## src/rtl/spi_flash_pkg.sv

```systemverilog
// Shared constants and FSM encoding for the SPI flash word cache; prefetch states exist only
// when SPI_FLASH_CACHE_PREFETCH_EN is defined.
package spi_flash_pkg;

    localparam int ADDR_W = 24;
    localparam logic [7:0] FLASH_READ_OP = 8'h03;

    // Byte-offset width inside a word (OFF).
    function automatic int addr_off(input int word_byte_len);
        return $clog2(word_byte_len);
    endfunction

    typedef enum logic [3:0] {
        ST_IDLE    = 4'd0,
        ST_LOOKUP  = 4'd1,
        ST_REQ     = 4'd2,
        ST_ACK     = 4'd3,
        ST_WAIT    = 4'd4,
        ST_RESPOND = 4'd5
`ifdef SPI_FLASH_CACHE_PREFETCH_EN
        ,
        ST_PF_REQ  = 4'd6,
        ST_PF_ACK  = 4'd7,
        ST_PF_WAIT = 4'd8
`endif
    } state_t;

endpackage

```

## src/rtl/spi_flash_cache_array.sv

```systemverilog
// Tag/data/valid storage, one word per line: combinational read port, synchronous write port.
// Clear-all drops every valid bit on the edge; a same-edge write then sets its own valid bit.
module spi_flash_cache_array #(
    parameter int ENTRIES = 8,
    parameter int TAG_W   = 19,
    parameter int DW      = 32
) (
    input  logic                       clk,
    input  logic                       reset,
    input  logic                       clr,
    input  logic [$clog2(ENTRIES)-1:0] rd_idx,
    output logic                       rd_valid,
    output logic [TAG_W-1:0]           rd_tag,
    output logic [DW-1:0]              rd_data,
    input  logic                       wr_en,
    input  logic [$clog2(ENTRIES)-1:0] wr_idx,
    input  logic                       wr_valid,
    input  logic [TAG_W-1:0]           wr_tag,
    input  logic [DW-1:0]              wr_data
);
    logic [ENTRIES-1:0] valid;
    logic [TAG_W-1:0]   tag_mem  [ENTRIES];
    logic [DW-1:0]      data_mem [ENTRIES];

    assign rd_valid = valid[rd_idx];
    assign rd_tag   = tag_mem[rd_idx];
    assign rd_data  = data_mem[rd_idx];

    always_ff @(posedge clk or negedge reset) begin
        if (!reset) begin
            valid <= '0;
        end else begin
            if (clr) begin
                valid <= '0;
            end
            if (wr_en) begin
                valid[wr_idx] <= wr_valid;
            end
        end
    end

    always_ff @(posedge clk) begin
        if (wr_en) begin
            tag_mem[wr_idx]  <= wr_tag;
            data_mem[wr_idx] <= wr_data;
        end
    end

endmodule

```

## src/rtl/spi_flash_cache.sv

```systemverilog
// Direct-mapped read-only word cache in front of the SPI flash reader: hit answers 2 cycles after request,
// miss after 3 cycles plus the flash read; CPU holds cpu_valid until cpu_ready. Next-word prefetch via SPI_FLASH_CACHE_PREFETCH_EN.
module spi_flash_cache
    import spi_flash_pkg::*;
#(
    parameter int WORD_BYTE_LEN = 4,
    parameter int ENTRIES       = 8
) (
    input  logic                       clk,
    input  logic                       reset,
    input  logic                       cpu_valid,
    input  logic [ADDR_W-1:0]          cpu_addr,
    output logic                       cpu_ready,
    output logic [WORD_BYTE_LEN*8-1:0] cpu_rdata,
    input  logic                       invalidate,
    output logic [ADDR_W-1:0]          flash_address,
    output logic                       flash_valid,
    input  logic                       flash_ready,
    input  logic [WORD_BYTE_LEN*8-1:0] flash_data,
    output logic [15:0]                hit_count,
    output logic [15:0]                miss_count
);
    localparam int OFF   = addr_off(WORD_BYTE_LEN);
    localparam int IDX   = $clog2(ENTRIES);
    localparam int TAG_W = ADDR_W - OFF - IDX;
    localparam int DW    = WORD_BYTE_LEN * 8;

    state_t            state, state_d;
    logic [ADDR_W-1:0] addr_q;
    logic [IDX-1:0]    line_idx;
    logic [TAG_W-1:0]  line_tag, rd_tag;
    logic [DW-1:0]     rd_data;
    logic              rd_valid, hit, inv_seen, inv_seen_d;
    logic              load_addr, load_faddr, set_fv, clr_fv, load_hit, load_fill;
    logic              wr_en, hit_inc, miss_inc;
    logic              unused_low;
`ifdef SPI_FLASH_CACHE_PREFETCH_EN
    logic              pf_pending, step_addr;
`endif

    assign line_idx   = addr_q[OFF+IDX-1:OFF];
    assign line_tag   = addr_q[ADDR_W-1:OFF+IDX];
    assign hit        = rd_valid && (rd_tag == line_tag);
    assign unused_low = ^cpu_addr[OFF-1:0];

    // A fill whose window saw an invalidate still answers the CPU but must not become valid.
    spi_flash_cache_array #(.ENTRIES(ENTRIES), .TAG_W(TAG_W), .DW(DW)) u_array (
        .clk      (clk),
        .reset    (reset),
        .clr      (invalidate),
        .rd_idx   (line_idx),
        .rd_valid (rd_valid),
        .rd_tag   (rd_tag),
        .rd_data  (rd_data),
        .wr_en    (wr_en),
        .wr_idx   (line_idx),
        .wr_valid (!(inv_seen || invalidate)),
        .wr_tag   (line_tag),
        .wr_data  (flash_data)
    );

    always_comb begin
        state_d    = state;
        load_addr  = 1'b0;
        load_faddr = 1'b0;
        set_fv     = 1'b0;
        clr_fv     = 1'b0;
        load_hit   = 1'b0;
        load_fill  = 1'b0;
        wr_en      = 1'b0;
        hit_inc    = 1'b0;
        miss_inc   = 1'b0;
`ifdef SPI_FLASH_CACHE_PREFETCH_EN
        step_addr  = 1'b0;
`endif
        unique case (state)
            ST_IDLE: begin
                if (cpu_valid) begin
                    load_addr = 1'b1;
                    state_d   = ST_LOOKUP;
                end
`ifdef SPI_FLASH_CACHE_PREFETCH_EN
                else if (pf_pending && !hit) begin
                    load_faddr = 1'b1;
                    state_d    = ST_PF_REQ;
                end
`endif
            end
            ST_LOOKUP: begin
                if (hit) begin
                    load_hit = 1'b1;
                    hit_inc  = 1'b1;
                    state_d  = ST_RESPOND;
                end else begin
                    load_faddr = 1'b1;
                    miss_inc   = 1'b1;
                    state_d    = ST_REQ;
                end
            end
            ST_REQ: if (flash_ready) begin
                set_fv  = 1'b1;
                state_d = ST_ACK;
            end
            ST_ACK: if (!flash_ready) begin
                clr_fv  = 1'b1;
                state_d = ST_WAIT;
            end
            ST_WAIT: if (flash_ready) begin
                wr_en     = 1'b1;
                load_fill = 1'b1;
                state_d   = ST_RESPOND;
            end
            ST_RESPOND: begin
                state_d = ST_IDLE;
`ifdef SPI_FLASH_CACHE_PREFETCH_EN
                step_addr = pf_pending;
`endif
            end
`ifdef SPI_FLASH_CACHE_PREFETCH_EN
            ST_PF_REQ: if (flash_ready) begin
                set_fv  = 1'b1;
                state_d = ST_PF_ACK;
            end
            ST_PF_ACK: if (!flash_ready) begin
                clr_fv  = 1'b1;
                state_d = ST_PF_WAIT;
            end
            ST_PF_WAIT: if (flash_ready) begin
                wr_en = 1'b1;
                if (cpu_valid) begin
                    load_addr = 1'b1;
                    state_d   = ST_LOOKUP;
                end else begin
                    state_d = ST_IDLE;
                end
            end
`endif
            default: state_d = ST_IDLE;
        endcase
        inv_seen_d = (state == ST_IDLE || state_d == ST_LOOKUP) ? 1'b0 : (inv_seen || invalidate);
    end

    always_ff @(posedge clk or negedge reset) begin
        if (!reset) begin
            state         <= ST_IDLE;
            addr_q        <= '0;
            inv_seen      <= 1'b0;
            cpu_ready     <= 1'b0;
            cpu_rdata     <= '0;
            flash_address <= '0;
            flash_valid   <= 1'b0;
            hit_count     <= '0;
            miss_count    <= '0;
        end else begin
            state     <= state_d;
            inv_seen  <= inv_seen_d;
            cpu_ready <= (state_d == ST_RESPOND);
            if (load_addr) begin
                addr_q <= {cpu_addr[ADDR_W-1:OFF], {OFF{1'b0}}};
            end
`ifdef SPI_FLASH_CACHE_PREFETCH_EN
            else if (step_addr) begin
                addr_q <= addr_q + ADDR_W'(WORD_BYTE_LEN);
            end
`endif
            if (load_faddr) begin
                flash_address <= addr_q;
            end
            if (set_fv) begin
                flash_valid <= 1'b1;
            end else if (clr_fv) begin
                flash_valid <= 1'b0;
            end
            if (load_hit) begin
                cpu_rdata <= rd_data;
            end else if (load_fill) begin
                cpu_rdata <= flash_data;
            end
            if (hit_inc && hit_count != 16'hFFFF) begin
                hit_count <= hit_count + 16'd1;
            end
            if (miss_inc && miss_count != 16'hFFFF) begin
                miss_count <= miss_count + 16'd1;
            end
        end
    end

`ifdef SPI_FLASH_CACHE_PREFETCH_EN
    // Armed by a completed miss; the single IDLE cycle after RESPOND decides whether to prefetch.
    always_ff @(posedge clk or negedge reset) begin
        if (!reset) begin
            pf_pending <= 1'b0;
        end else if (state == ST_WAIT && flash_ready) begin
            pf_pending <= 1'b1;
        end else if (state == ST_IDLE) begin
            pf_pending <= 1'b0;
        end
    end
`endif

endmodule

```

## config.mk

```make
export PLATFORM = sky130hd
export DESIGN_NAME = spi_flash_cache
export DESIGN_NICKNAME = d
export VERILOG_FILES = /design/src/rtl/spi_flash_pkg.sv /design/src/rtl/spi_flash_cache_array.sv /design/src/rtl/spi_flash_cache.sv
export SDC_FILE = /design/constraint.sdc
export NUM_CORES = 1
export LEC_CHECK = 0
export CAP_MARGIN = 40
export CORE_ASPECT_RATIO = 1.25
export CORE_MARGIN = 3
export CORE_UTILIZATION = 35
export DETAILED_ROUTE_END_ITERATION = 8
export PLACE_DENSITY_LB_ADDON = 0.15
export REMOVE_ABC_BUFFERS = 1
export SKIP_CTS_REPAIR_TIMING = 1
export SLEW_MARGIN = 20
export SYNTH_ARGS = -nofsm -noshare
export SYNTH_HDL_FRONTEND = slang
export SYNTH_SLANG_ARGS = --single-unit
```

## constraint.sdc

```tcl
create_clock -name clk -period 8.3 [get_ports clk]
set_input_delay 2.49 -clock clk [delete_from_list [all_inputs] [get_ports clk]]
set_output_delay 2.49 -clock clk [all_outputs]
set_load 0.05 [all_outputs]
```

==> results.json, run 1 <==
{
  "drc_errors": 0,
  "cellPowerDensity_mw_per_mm2": 284,
  "setup_viol": 0,
  "hold_ws_ns": 0.484,
  "synth_area_mm2": 0.0206,
  "final_util_pct": 42.9,
  "critical_path_class": "primary input to flip-flop",
  "io_buffers": 146,
  "grt.overflow.total": 0,
  "num_vias": 11400,
  "first_pass_iters": 5,
  "fin_skew_ns": 0.0216,
  "finalMaxSlewViolations": 0,
  "htree_levels": 2,
  "place_hpwl_um": 28800,
  "coreArea_mm2": 0.0578,
  "worst_skew_pair.late_latency_ns": 0.62,
  "clkTransAtPathRegs_ns": 0.06,
  "globalplace.congestion": 0.730,
  "ys_ff_latch": 531,
  "ioPinCount": 151,
  "period_share_pct": 63.5,
  "cts.sinks": 531,
  "p_leak_nw": 8.31,
  "hold_class": "flip-flop to flip-flop",
  "numCtsBuffers": 55,
  "dp_slack_ns": 2.34,
  "fin_ws_ns": 3.03,
  "grt_pass1_wl_um": 77700,
  "wl_um": 51500,
  "synth_warnings": 0,
  "grt_start_max_net_pins": 57,
  "hold_viol_final": 0,
  "cts-root-buf": "clkbuf_16",
  "yosysTopAreaCell": "edfxtp_1",
  "yosysSeqAreaShare_pct": 74.4,
  "rsz0062_at_grt": "no",
  "synth_edf_count": 408,
  "fin_nets": 1456,
  "totalPowerFinal_mw": 7.03,
  "critPathCaptureType": "flip-flop",
  "clock_path_buffers": 3,
  "fillers": 5135,
  "yosysUniqueCellTypes": 61,
  "startpoint_type": "primary input",
  "syn_avg_cell_area_um2": 16.8,
  "synth.area.top_cells": "edfxtp_1 59%, dfrtp_1 15%, a22oi_1 4.2%",
  "cp_data_required_time_ns": 8.53,
  "via_per_inst": 5.22,
  "peakVddDrop_v": 0.000206,
  "synth_commonest_cells": "408 x edfxtp_1, 123 x dfrtp_1, 114 x a22oi_1, 72 x mux2i_1, 44 x nand2_1",
  "die_width_um": 223,
  "ys_async_sr_fraction_pct": 23.2,
  "grt_pass1_vias": 12100,
  "cts_tree": "built",
  "wl_per_cell_um": 23.5,
  "status": "completed",
  "path_max_fanout": 56,
  "antenna_found_initial": 1,
  "syn2layout_area_growth_pct": 20.1,
  "start_util_pct": 35.7,
  "die_area_mm2": 0.0618,
  "worst_slew_pin_slew_ns": 0.837,
  "maxCapViolCount": 0,
  "die_h_um": 277,
  "antenna_cells": 0,
  "min_period_ns": 5.27,
  "route.antenna.remaining_nets": 0,
  "row_count": 98,
  "cp_data_arrival_time_ns": 5.50,
  "synthCells": 1226,
  "track_usage_pct": 16.5,
  "synthDominantCellAreaShare_pct": 59.5,
  "yosysMostFrequentCell": "edfxtp_1",
  "ys.flop_type": "edfxtp_1",
  "final_layout_size_suffix_gt1_share_pct": 12.7,
  "slew_headroom_pct": 44.2,
  "dr.first_iter.drc_count": 825,
  "fmax_ghz": 0.190
}
## layer usage
metal	up-vias	wire (um)	share of wire [%]	track usage, %
met2	204	25700	50	28.1
met5	-	13	0.025	0
li1	5177	-	-	-
met4	2	1040	2.0	4.14
met1	5974	22900	44	22.0
met3	72	1890	3.7	2.82
## state kept, by name, summed over array words and instances (netlist names)
| signal | count |
|---|---|
| addr_q | 22 |
| cpu_rdata | 32 |
| cpu_ready | 1 |
| flash_address | 22 |
| flash_valid | 1 |
| hit_count | 16 |
| inv_seen | 1 |
| miss_count | 16 |
| state | 4 |
| u_array.data_mem | 256 |
| u_array.tag_mem | 152 |
| u_array.valid | 8 |
## cell families after synthesis
family / count (synthesis) / synth area share (%)
compound gates: 218 / 7.63
buf+inv: 78 / 2.02
mux: 146 / 8.55
other cells: 1 / 0.0182
fa+ha+maj: 2 / 0.121
xor+xnor: 45 / 1.91
flops: 531 / 74.4
simple gates: 205 / 5.33
## critical path, cell delays in order
cell	delay [ns]
clkdlybuf4s50_1	0.60
and2_2	0.38
buf_4	0.59
and2_2	0.71
buf_4	0.69
## where the power goes
part / switching [mW] / leakage (nW) / internal (mW)
registers: 0.162 / 5.13 / 3.04
clock network: 1.05 / 0.839 / 1.36
logic: 0.881 / 2.34 / 0.536
## area by class of cell
class	count	area [um2]	share of cell area, %
clock inverters	31	297	1.20
repair buffers	180	1800	7.26
well taps	750	938	3.79
flip-flops and latches	531	15300	62.0
inverters	6	22.5	0.0910
multi-input cells	619	4910	19.8
clock buffers	72	1450	5.86
## placed cells by master (no fill, tap or decap), types with 5 or more instances in the layout
master,netlist,routed
buf_4,9,26
nand2_1,44,44
xor2_1,12,12
edfxtp_1,408,408
a22oi_1,114,114
o21ai_1,33,33
nor2_1,26,24
mux2_2,30,30
xnor2_1,33,33
nand4_1,33,33
clkbuf_16,0,55
and3_1,21,16
a22o_1,12,12
and3_2,0,5
mux4_2,18,18
mux2i_1,72,72
mux2_1,25,25
dfrtp_1,123,121
clkinv_2,0,9
a211oi_1,11,11
clkinv_1,0,10
clkdlybuf4s50_1,0,145
a21oi_1,9,9
clkbuf_1,42,16
nand3_1,35,35
and2_2,0,7
nor2b_1,7,7
and2_1,13,6
a221oi_1,10,10
inv_1,5,5
o21ai_0,5,5
## worst paths after layout
| kind | cells after the start | endpoint | startpoint | slack (ns) |
|---|---|---|---|---|
| max in group asynchronous | 2 | addr_q[9] | reset | 5.41 |
| max reg2reg | 13 | cpu_rdata[17] | addr_q[2] | 3.83 |
| min reg2reg | 1 | flash_address[21] | flash_address[21] | 0.48 |
| min | 1 | flash_address[21] | flash_address[21] | 0.48 |
| max | 5 | u_array.tag_mem[1][2] | flash_ready | 3.03 |
| min in group asynchronous | 1 | cpu_rdata[19] | reset | 1.81 |
## stage by stage
stage	cells	cell area [um2]	TNS, ns
floorplan	1156	20200	-0.0918
global placement	2078	22900	0
detailed placement	2084	23000	0
CTS	2187	24700	0
global route	2189	24700	0
finish	2189	24700	0
Power figures use the tool's default switching activity.
==> inputs of run 2 (changes only) <==
Clock period 8.3 ns to 5.51 ns, I/O delays scaled along.
==> results.json, run 2 (same netlist as run 1, synthesis figures left out) <==
{
  "min_period_ns": 3.98,
  "dr.first_iter.drc_count": 804,
  "syn2layout_area_growth_pct": 20.9,
  "die_area_mm2": 0.0618,
  "layout_common_cells": "408 x edfxtp_1, 145 x clkdlybuf4s50_1, 121 x dfrtp_1, 114 x a22oi_1, 72 x mux2i_1",
  "fmax_ghz": 0.251,
  "setup_viol": 0,
  "critPathSlowestCell": "dfrtp_1",
  "cp_data_arrival_time_ns": 4.46,
  "ioPinCount": 151,
  "globalplace.congestion": 0.728,
  "peakVddDrop_v": 0.000232,
  "numCtsBuffers": 54,
  "cts_tree": "built",
  "finalMaxSlewViolations": 0,
  "critPathCaptureType": "flip-flop",
  "fin_area_mm2": 0.0249,
  "fin_nets": 1457,
  "drc_errors": 0,
  "fin_skew_ns": 0.0320,
  "coreArea_mm2": 0.0578,
  "path_cells": "buf_4, nor2_1, a221o_1, a21oi_1, xnor2_1, or4_1, nand4bb_1, buf_4, or4b_1, xnor2_1",
  "slew_headroom_pct": 43.9,
  "final_util_pct": 43.1,
  "cts-root-buf": "clkbuf_16",
  "fillers": 5128,
  "hold_ws_ns": 0.487,
  "track_usage_pct": 16.2,
  "wl_per_cell_um": 23.2,
  "via_per_inst": 5.21,
  "grt_pass1_vias": 11800,
  "first_pass_iters": 5,
  "cp_num_buf_inv": 2,
  "maxCapViolCount": 0,
  "grt_start_max_net_pins": 51,
  "startpoint_type": "flip-flop",
  "htree_levels": 2,
  "antenna_cells": 0,
  "placed_area_mm2": 0.0231,
  "p_leak_nw": 8.38,
  "clock_path_buffers": 3,
  "io_buffers": 146,
  "cpPeakStageDelay_ns": 0.84,
  "reg_top3": "u_array.data_mem: 256 flops, u_array.tag_mem: 152 flops, cpu_rdata: 32 flops",
  "start_util_pct": 35.7,
  "cellPowerDensity_mw_per_mm2": 429,
  "grt_pass1_wl_um": 76500,
  "top_register": "u_array.data_mem",
  "worst_skew_pair.late_latency_ns": 0.61,
  "hold_class": "flip-flop to flip-flop",
  "rsz0062_at_grt": "no",
  "route.antenna.remaining_nets": 0,
  "layout_commonest_cell": "edfxtp_1",
  "die_h_um": 277,
  "cp_data_required_time_ns": 5.99,
  "num_vias": 11400,
  "antenna_found_initial": 1,
  "hold_viol_final": 0,
  "die_width_um": 223,
  "place_hpwl_um": 28800,
  "grt.overflow.total": 0,
  "largest_reg_flops": 256,
  "cts.sinks": 531,
  "crit_family": "simple AND/OR/NAND/NOR gates",
  "final_layout_size_suffix_gt1_share_pct": 13.4,
  "clkTransAtPathRegs_ns": 0.06,
  "path_max_fanout": 20,
  "wl_um": 50800,
  "critical_path_class": "flip-flop to flip-flop",
  "worst_slew_pin_slew_ns": 0.834,
  "status": "completed",
  "period_share_pct": 72.3,
  "row_count": 98
}
## run 2: power breakdown
part | total, mW | leakage (nW) | internal, mW | switching [mW]
Combinational | 2.11 | 2.35 | 0.812 | 1.29
Clock | 3.72 | 0.899 | 2.19 | 1.53
Sequential | 4.85 | 5.13 | 4.58 | 0.270
Total | 10.7 | 8.38 | 7.59 | 3.10
## run 2: path summary, 6_finish.rpt
| kind | startpoint | endpoint | slack [ns] | cells after the start |
|---|---|---|---|---|
| max in group asynchronous | reset | addr_q[9] | 3.48 | 2 |
| hold / removal | flash_address[8] | flash_address[8] | 0.49 | 1 |
| hold reg to reg | flash_address[8] | flash_address[8] | 0.49 | 1 |
| setup / recovery | addr_q[3] | hit_count[13] | 1.53 | 10 |
| setup reg to reg | addr_q[3] | hit_count[13] | 1.53 | 10 |
| min in group asynchronous | reset | cpu_rdata[19] | 0.99 | 1 |
## run 2: cell type report
| type | instances | area (um2) | share of cell area (%) |
|---|---|---|---|
| Tap cell | 750 | 938 | 3.77 |
| Multi-Input combinational cell | 619 | 4910 | 19.7 |
| Clock inverter | 27 | 282 | 1.13 |
| Inverter | 6 | 22.5 | 0.0905 |
| Timing Repair Buffer | 182 | 1870 | 7.50 |
| Clock buffer | 75 | 1540 | 6.19 |
| Sequential cell | 531 | 15300 | 61.6 |
## run 2: per-stage QoR
stage | instances | setup slack [ns] | total power [mW] | TNS [ns]
final | 2190 | 1.53 | 10.7 | 0
after global routing | 2190 | 1.26 | 11.1 | 0
after CTS | 2188 | 1.41 | 10.9 | 0
after detailed placement | 2086 | 1.26 | 7.09 | 0
after global placement | 2086 | 1.33 | 7.07 | 0
after floorplan | 1156 | -2.88 | 6.19 | -133.46
## run 2: worst register-to-register path, cell delays in order (launching register included)
cell and delay [ns]:
dfrtp_1 0.84, buf_4 0.37, nor2_1 0.17, a221o_1 0.38, a21oi_1 0.17, xnor2_1 0.09
or4_1 0.58, nand4bb_1 0.30, buf_4 0.27, or4b_1 0.56, xnor2_1 0.15
## run 2: routing by layer
layer  wire [um]  global-route usage, %
met1       22100                   21.5
met2       25700                   27.9
met3        2070                   2.78
met4         871                   3.95
met5          13                      0
==> inputs of run 3 (changes only) <==
Clock period 5.51 ns to 4.2 ns, I/O delays scaled along.
==> results.json, run 3 (same netlist as run 1, synthesis figures left out) <==
{
  "cts-root-buf": "clkbuf_16",
  "htree_levels": 2,
  "drc_errors": 0,
  "seqPwrFrac_pct": 44.0,
  "period_share_pct": 89.8,
  "layout_common_cells": "408 x edfxtp_1, 145 x clkdlybuf4s50_1, 121 x dfrtp_1, 114 x a22oi_1, 72 x mux2i_1",
  "setup_viol": 0,
  "first_pass_iters": 5,
  "r2r_cells": 11,
  "critPathCaptureType": "flip-flop",
  "fin_skew_ns": 0.0280,
  "numCtsBuffers": 54,
  "slew_headroom_pct": 43.6,
  "min_period_ns": 3.77,
  "antenna_found_initial": 2,
  "place_hpwl_um": 29300,
  "fillers": 5127,
  "wl_per_cell_um": 23.3,
  "die_h_um": 277,
  "peakVddDrop_v": 0.000462,
  "globalplace.congestion": 0.744,
  "syn2layout_area_growth_pct": 21.8,
  "rr_endpoint": "hit_count[1]",
  "finalSetupTns_ns": 0,
  "finalMaxSlewViolations": 0,
  "ioPinCount": 151,
  "r2r-start": "addr_q[4]",
  "clkTransAtPathRegs_ns": 0.06,
  "crit_path_start": "addr_q[4]",
  "startpoint_type": "flip-flop",
  "track_usage_pct": 16.6,
  "critical_path.endpoint": "hit_count[1]",
  "r2r_slack_ns": 0.43,
  "row_count": 98,
  "num_vias": 11400,
  "io_buffers": 146,
  "totalPowerFinal_mw": 14.4,
  "rsz0062_at_grt": "no",
  "via_per_inst": 5.20,
  "dr.first_iter.drc_count": 987,
  "cp_data_arrival_time_ns": 4.25,
  "route.antenna.remaining_nets": 0,
  "wl_um": 51100,
  "coreArea_mm2": 0.0578,
  "swShare_pct": 28.4,
  "p_leak_nw": 8.47,
  "die_width_um": 223,
  "fmax_ghz": 0.265,
  "grt_pass1_vias": 11900,
  "grt.overflow.total": 0,
  "dp.cells": 2094,
  "start_util_pct": 35.7,
  "critical_path_class": "flip-flop to flip-flop",
  "status": "completed",
  "p_comb_share_pct": 19.6,
  "reg_top3": "u_array.data_mem: 256 flops, u_array.tag_mem: 152 flops, cpu_rdata: 32 flops",
  "clock_path_buffers": 3,
  "hold_class": "flip-flop to flip-flop",
  "cts_tree": "built",
  "hold_start": "flash_address[21]",
  "maxCapViolCount": 0,
  "fin_nets": 1464,
  "top_register": "u_array.data_mem",
  "worst_slew_pin_slew_ns": 0.834,
  "cts.sinks": 531,
  "final_layout_size_suffix_gt1_share_pct": 13.8,
  "grt_pass1_wl_um": 77900,
  "p_int_mw": 10.3,
  "cp_data_required_time_ns": 4.68,
  "hold_viol_final": 0,
  "largest_reg_flops": 256,
  "worst_skew_pair.late_latency_ns": 0.62,
  "p_switching_mw": 4.08,
  "layout_commonest_cell": "edfxtp_1",
  "die_area_mm2": 0.0618,
  "final_util_pct": 43.4,
  "stdcell_count": 2198,
  "clock_power_share_pct": 36.3,
  "cellPowerDensity_mw_per_mm2": 572,
  "grt_start_max_net_pins": 48,
  "path_max_fanout": 47
}
run 3: changes by cell type in the layout (fill, tap and decap cells not counted):
| cell | delta |
|---|---|
| buf_12 | +1 |
| buf_4 | +6 |
| bufinv_16 | +5 |
| clkbuf_1 | +3 |
| clkinv_1 | -2 |
| clkinv_2 | -5 |
| clkinv_4 | -1 |
| diode_2 | +1 |
run 3: worst min-delay path by stage:
stage	end	cells past startpoint
final	flash_address[21]	1
after global routing	flash_address[23]	1
after CTS	flash_address[21]	1
after detailed placement	flash_address[21]	1
after global placement	state[1]	1
after floorplan	state[1]	1
run 3: area by class of cell:
class / count / area (um2) / area share [%]
repair buffers: 189 / 1930 / 7.71
inverters: 6 / 22.5 / 0.0898
well taps: 750 / 938 / 3.74
clock buffers: 78 / 1550 / 6.19
flip-flops and latches: 531 / 15300 / 61.1
clock inverters: 24 / 390 / 1.56
diodes: 1 / 2.50 / 0.00998
multi-input cells: 619 / 4910 / 19.6
run 3: through the flow:
step / area, um2 / hold WS, ns / setup slack (ns)
final: 25100 / 0.484 / 0.428
after global routing: 25100 / 0.511 / 0.259
after CTS: 25100 / 0.488 / 0.362
after detailed placement: 23100 / 0.474 / 0.390
after global placement: 23100 / 0.467 / 0.459
after floorplan: 20200 / 0.449 / -4.19
run 3: power by group through the flow:
| stage | combinational, mW | sequential (mW) | clock [mW] |
|---|---|---|---|
| floorplan | 1.08 | 7.05 | 0 |
| global placement | 2.86 | 6.43 | 0 |
| detailed placement | 2.87 | 6.44 | 0 |
| CTS | 2.88 | 6.34 | 5.36 |
| global route | 3.02 | 6.38 | 5.58 |
| finish | 2.82 | 6.32 | 5.22 |
run 3: worst max-delay path, stage by stage, from the launching register on:
cell and delay [ns]:
dfrtp_2 0.57, buf_12 0.24, nor3b_2 0.40, buf_4 0.32, a22o_1 0.19, a211oi_1 0.05, xnor2_1 0.21, a2111o_1 0.42
nor4b_4 0.35, buf_12 0.36, nand2_1 0.16, mux2_1 0.33
run 3: per-layer routing:
metal  vias up  GRT usage (%)  part of all wire (%)
li1       5194              -                     -
met1      5923           21.7                    43
met3        68           2.95                   4.4
met5         -              0                 0.025
met4         2           4.63                   1.8
met2       245           28.3                    51
